[src/rtl/dmem_arb_pkg.sv]
// Shared types for the data-memory arbiter.
// The optional read-modify-write store path is enabled with DMEM_RMW_EN.
package dmem_arb_pkg;

  typedef enum logic [1:0] {
    IDLE   = 2'd0,
    ACCESS = 2'd1,
    RMW_WR = 2'd2
  } arb_state_t;

  typedef enum logic {
    OWN_INSTR = 1'b0,
    OWN_DATA  = 1'b1
  } owner_t;

  localparam logic [3:0] BE_FULL = 4'b1111;

endpackage

[src/rtl/be_merge.sv]
// Byte-lane merge for partial stores: each of the four lanes takes the new
// byte when its enable bit is set, otherwise keeps the old byte.
// Only instantiated when DMEM_RMW_EN is defined.
module be_merge #(
  parameter int unsigned DATA_W = 32
) (
  input  logic [DATA_W-1:0] i_old,
  input  logic [DATA_W-1:0] i_new,
  input  logic [3:0]        i_be,
  output logic [DATA_W-1:0] o_merged
);

  localparam int unsigned LANE_W = DATA_W / 4;

  // Lane-wise select between old and new word
  always_comb begin
    o_merged = i_old;
    for (int unsigned i = 0; i < 4; i++) begin
      if (i_be[i]) begin
        o_merged[i*LANE_W +: LANE_W] = i_new[i*LANE_W +: LANE_W];
      end
    end
  end

endmodule

[src/rtl/data_mem_arbiter.sv]
// Shares one single-port word RAM between CPU instruction fetch and data port.
// Avalon-style handshakes; data has priority, bounded by MAX_DATA_BURST
// consecutive data grants while fetch is pending.
// Define DMEM_RMW_EN to turn partial-byteenable stores into read-modify-write.
module data_mem_arbiter
  import dmem_arb_pkg::*;
#(
  parameter int unsigned ADDR_W         = 32,
  parameter int unsigned DATA_W         = 32,
  parameter int unsigned MAX_DATA_BURST = 4
) (
  input  logic              clk,
  input  logic              reset,
  input  logic [ADDR_W-1:0] instr_address,
  input  logic              instr_read,
  output logic [DATA_W-1:0] instr_readdata,
  output logic              instr_waitrequest,
  input  logic [ADDR_W-1:0] data_address,
  input  logic              data_read,
  input  logic              data_write,
  input  logic [DATA_W-1:0] data_writedata,
  input  logic [3:0]        data_byteenable,
  output logic [DATA_W-1:0] data_readdata,
  output logic              data_waitrequest,
  output logic [ADDR_W-1:0] mem_address,
  output logic              mem_read,
  output logic              mem_write,
  output logic [DATA_W-1:0] mem_writedata,
  input  logic [DATA_W-1:0] mem_readdata
);

  localparam int unsigned CNT_W = $clog2(MAX_DATA_BURST + 1);
  localparam logic [CNT_W-1:0] CNT_MAX = CNT_W'(MAX_DATA_BURST);

  arb_state_t        r_state;
  owner_t            r_owner;
  logic [ADDR_W-1:0] r_addr;
  logic              r_write;
  logic [DATA_W-1:0] r_wdata;
  logic [CNT_W-1:0]  r_burst_cnt;

  logic              w_data_req;
  logic              w_data_win;
  logic              w_rmw_go;
  logic              w_be_none;
  logic [DATA_W-1:0] w_rmw_word;
  logic              w_done;

  assign w_data_req = data_read | data_write;
  assign w_data_win = w_data_req && !(instr_read && (r_burst_cnt == CNT_MAX));

`ifdef DMEM_RMW_EN
  logic [3:0]        r_be;
  logic [DATA_W-1:0] r_merged;
  logic [DATA_W-1:0] w_merged;

  be_merge #(.DATA_W(DATA_W)) u_be_merge (
    .i_old    (mem_readdata),
    .i_new    (r_wdata),
    .i_be     (r_be),
    .o_merged (w_merged)
  );

  assign w_be_none  = r_write && (r_be == 4'b0000);
  assign w_rmw_go   = r_write && (r_be != BE_FULL) && !w_be_none;
  assign w_rmw_word = r_merged;

  // Latch store lane mask at grant and the merged word during the RMW read
  always_ff @(posedge clk) begin
    if (reset) begin
      r_be     <= '0;
      r_merged <= '0;
    end else begin
      if (r_state == IDLE && w_data_win) r_be <= data_byteenable;
      if (r_state == ACCESS && w_rmw_go) r_merged <= w_merged;
    end
  end
`else
  logic w_unused_be;
  assign w_unused_be = ^data_byteenable;
  assign w_be_none   = 1'b0;
  assign w_rmw_go    = 1'b0;
  assign w_rmw_word  = r_wdata;
`endif

  // Arbitration, request latching, burst counting and state sequencing
  always_ff @(posedge clk) begin
    if (reset) begin
      r_state     <= IDLE;
      r_owner     <= OWN_INSTR;
      r_addr      <= '0;
      r_write     <= 1'b0;
      r_wdata     <= '0;
      r_burst_cnt <= '0;
    end else begin
      case (r_state)
        IDLE: begin
          if (w_data_win) begin
            r_owner <= OWN_DATA;
            r_addr  <= data_address;
            r_write <= data_write;
            r_wdata <= data_writedata;
            r_state <= ACCESS;
            if (instr_read && (r_burst_cnt != CNT_MAX)) begin
              r_burst_cnt <= r_burst_cnt + CNT_W'(1);
            end
          end else if (instr_read) begin
            r_owner     <= OWN_INSTR;
            r_addr      <= instr_address;
            r_write     <= 1'b0;
            r_burst_cnt <= '0;
            r_state     <= ACCESS;
          end
        end
        ACCESS:  r_state <= w_rmw_go ? RMW_WR : IDLE;
        RMW_WR:  r_state <= IDLE;
        default: r_state <= IDLE;
      endcase
    end
  end

  // Memory strobes and handshake outputs; reset forces the idle values in the
  // same cycle so a store caught in ACCESS never reaches the RAM's clock edge
  always_comb begin
    mem_address       = '0;
    mem_read          = 1'b0;
    mem_write         = 1'b0;
    mem_writedata     = '0;
    instr_waitrequest = 1'b1;
    data_waitrequest  = 1'b1;
    instr_readdata    = '0;
    data_readdata     = '0;
    w_done            = 1'b0;
    if (!reset) begin
      case (r_state)
        ACCESS: begin
          mem_address = r_addr;
          if (!r_write) begin
            mem_read = 1'b1;
            w_done   = 1'b1;
          end else if (w_rmw_go) begin
            mem_read = 1'b1;
          end else if (w_be_none) begin
            w_done = 1'b1;
          end else begin
            mem_write     = 1'b1;
            mem_writedata = r_wdata;
            w_done        = 1'b1;
          end
        end
        RMW_WR: begin
          mem_address   = r_addr;
          mem_write     = 1'b1;
          mem_writedata = w_rmw_word;
          w_done        = 1'b1;
        end
        default: ;
      endcase
      if (w_done) begin
        if (r_owner == OWN_DATA) begin
          data_waitrequest = 1'b0;
          if (!r_write) data_readdata = mem_readdata;
        end else begin
          instr_waitrequest = 1'b0;
          instr_readdata    = mem_readdata;
        end
      end
    end
  end

endmodule

[config.mk]
export PLATFORM = sky130hd
export DESIGN_NAME = data_mem_arbiter
export DESIGN_NICKNAME = d
export VERILOG_FILES = /design/src/rtl/dmem_arb_pkg.sv /design/src/rtl/be_merge.sv /design/src/rtl/data_mem_arbiter.sv
export SDC_FILE = /design/constraint.sdc
export NUM_CORES = 1
export LEC_CHECK = 0
export CORE_MARGIN = 4
export CORE_UTILIZATION = 35
export DETAILED_ROUTE_END_ITERATION = 10
export GPL_TIMING_DRIVEN = 0
export PLACE_DENSITY = 0.86
export REMOVE_ABC_BUFFERS = 1
export SETUP_SLACK_MARGIN = 0.5
export SYNTH_ARGS = -nofsm -noshare
export SYNTH_HDL_FRONTEND = slang
export SYNTH_SLANG_ARGS = --single-unit
[constraint.sdc]
create_clock -name clk -period 5.3 [get_ports clk]
set_input_delay 0.53 -clock clk [delete_from_list [all_inputs] [get_ports clk]]
set_output_delay 0.53 -clock clk [all_outputs]
set_load 0.005 [all_outputs]
==> results.json <==
{
  "r2r-start": "r_burst_cnt[0]",
  "total_power_mw": 1.38,
  "crit_start": "reset",
  "antenna_found_initial": 0,
  "finalCritPeriodShare": 0.653,
  "dpl_cell_area_um2": 6370,
  "synth_edf_count": 0,
  "synth_adder_area_share": 0.00670,
  "first_iter_violations": 290,
  "clk_latency_ns": 0.34,
  "io_buffers": 264,
  "drv_slew": 0,
  "synth_largest_area_cell": "dfxtp_1",
  "chipWidth_um": 111,
  "fillers": 890,
  "synth-compound-area-share": 0.163,
  "syn_area_um2": 3730,
  "synth.yosys.seq_area_share": 0.375,
  "grt_overflow": 0,
  "die-area_um2": 12400,
  "synth_mux_area_frac": 0,
  "synth.area.top_cells": "dfxtp_1 38%, and2_1 16%, nand2_1 9.9%, a21oi_1 9.1%, a211oi_1 6.4%",
  "tns_ns": 0,
  "drv_cap": 0,
  "reg2regPathDepth": 6,
  "end_kind": "output pin",
  "drive_above_1_share": 0.0363,
  "ir_worst_vdd_uv": 133,
  "avgSynthCellArea_um2": 7.37,
  "start_util": 0.360,
  "powerDensity_nw_per_um2": 210,
  "worst-path-max-fanout": 40,
  "synth_xor_area_frac": 0,
  "synth_top_area_frac": 0.375,
  "grt_setup_unrepaired": "false",
  "final_cells": 879,
  "worstHoldPathType": "reg -> reg",
  "boundaryPins": 269,
  "grt_pass1_vias": 4198,
  "cts_resized": 0,
  "finalCriticalPeriod_ns": 3.46,
  "die_y_um": 111,
  "layout_common_cells": "263 x clkdlybuf4s50_1, 99 x nand2_1, 97 x and2_1, 70 x dfxtp_1, 68 x a21oi_1",
  "cts_hold_buf": 0,
  "setup_violations": 0,
  "dp_hpwl_um": 10300,
  "dr_total_vias": 4306,
  "antenna_left": 0,
  "htreeDepth": 3,
  "p_leak_nw": 2.61,
  "grt_max_degree": 41,
  "worstPathArrival_ns": 2.93,
  "gp_congestion": 0.890,
  "outcome": "completed",
  "required_ns": 4.77,
  "yosys.area_share.simple": 0.387,
  "core_area_um2": 10400,
  "post_drt_wl_per_cell_um": 15.7,
  "synth-seq-cells": 70,
  "crit_path_end": "data_readdata[10]",
  "critical_path_class": "in -> out",
  "rows": 37,
  "synthDistinctLibCells": 28,
  "clkTransAtPathRegs_ns": 0.07,
  "numCtsBuffers": 9,
  "critPathLaunchType": "input port",
  "drt_wl_total_um": 13800,
  "dr.pass1.iters": 5,
  "fmax_mhz": 289,
  "drc": 0,
  "cts.sinks": 70,
  "synth_top_family_by_area": "simple AND/OR/NAND/NOR gates",
  "yosysWarnings": 0,
  "dp_cells": 863,
  "fin_nets": 877,
  "holdWs_ns": 0.453,
  "grt_pass1_wl_um": 21700,
  "maxSlewHeadroom": 0.137,
  "cts_setup_buffers": 0,
  "cts_tree": "built",
  "cts_root_buffer": "clkbuf_8",
  "fin_area_um2": 6600,
  "final_common_cell": "clkdlybuf4s50_1",
  "cts_buffer_depth": 2,
  "final-hold-violation-count": 0,
  "grt_use_total": 0.212,
  "rr_endpoint": "r_addr[1]",
  "synth-async-reset-ratio": 0,
  "synthCells": 507,
  "worst_slew_pin_slew_ns": 1.30,
  "viasPerCell": 4.90,
  "num_antenna_cells": 0,
  "finClkSkew_ns": 0.00448,
  "r2r_slack_ns": 2.96,
  "synth_ff_type": "dfxtp_1",
  "area_growth_pct": 76.6
}
==> cells in the mapped netlist, types with 2 or more instances <==
library cell,instances
nor2_4,2
a211oi_1,32
buf_6,5
a21oi_1,68
nand2b_1,3
dfxtp_1,70
inv_1,4
buf_4,4
and3_1,32
clkbuf_1,26
buf_2,11
nand3_1,2
nor2_1,38
nand2_1,99
ha_1,2
and2_1,97
==> worst max-delay path, cell delays in order <==
cell,delay [ns]
buf_2,0.30
buf_12,0.27
nand2b_1,0.23
nor3b_4,0.79
and2_1,0.26
clkdlybuf4s50_1,0.51
==> sequential cells by signal, indices dropped and copies added, names as in the netlist <==
signal and cells:
r_state 1, r_wdata 32, r_addr 32, r_burst_cnt 3, r_owner 1, r_write 1
==> per-stage QoR <==
step                      worst slack, ns   util
after floorplan                      2.50      -
after global placement              -1.84  0.608
after detailed placement             1.45  0.614
after CTS                            1.44  0.635
after global routing                 1.61  0.636
final                                1.84  0.636
==> kinds of logic (layout without fill, tap and decap cells) <==
family,Yosys count,after routing
simple gates,281,281
compound gates,104,104
flops,70,70
buf+inv,50,286
fa+ha+maj,2,2
==> routing by layer <==
layer,vias to the layer above,wire (um),track usage
li1,2128,-,-
met3,17,1130,0.0786
met5,-,0,0
met1,1992,5750,0.250
met2,169,6670,0.365
met4,0,219,0.0519
==> power breakdown <==
| group | internal, mW | switching [mW] | total (mW) |
|---|---|---|---|
| combinational | 0.176 | 0.133 | 0.309 |
| clock | 0.276 | 0.204 | 0.480 |
| sequential | 0.570 | 0.0251 | 0.595 |
==> area by class of cell <==
type	instances	area, um2	share of cell area
Sequential cell	70	1400	0.212
Tap cell	136	170	0.0258
Clock buffer	10	138	0.0209
Multi-Input combinational cell	387	2100	0.319
Clock inverter	6	85.1	0.0129
Timing Repair Buffer	266	2690	0.407
Inverter	4	15.0	0.00228
==> worst min path at each step <==
stage                  end  slack (ns)        start  cells past startpoint
6_report       r_wdata[28]        0.45  r_wdata[28]                      2
5_1_grt        r_wdata[28]        0.47  r_wdata[28]                      2
4_1_cts         r_wdata[7]        0.45   r_wdata[7]                      2
3_5_place_dp    r_wdata[7]        0.44   r_wdata[7]                      2
3_3_place_gp    r_wdata[5]        0.44   r_wdata[5]                      2
2_1_floorplan  r_wdata[13]        0.43  r_wdata[13]                      2
Power figures use the tool's default switching activity.
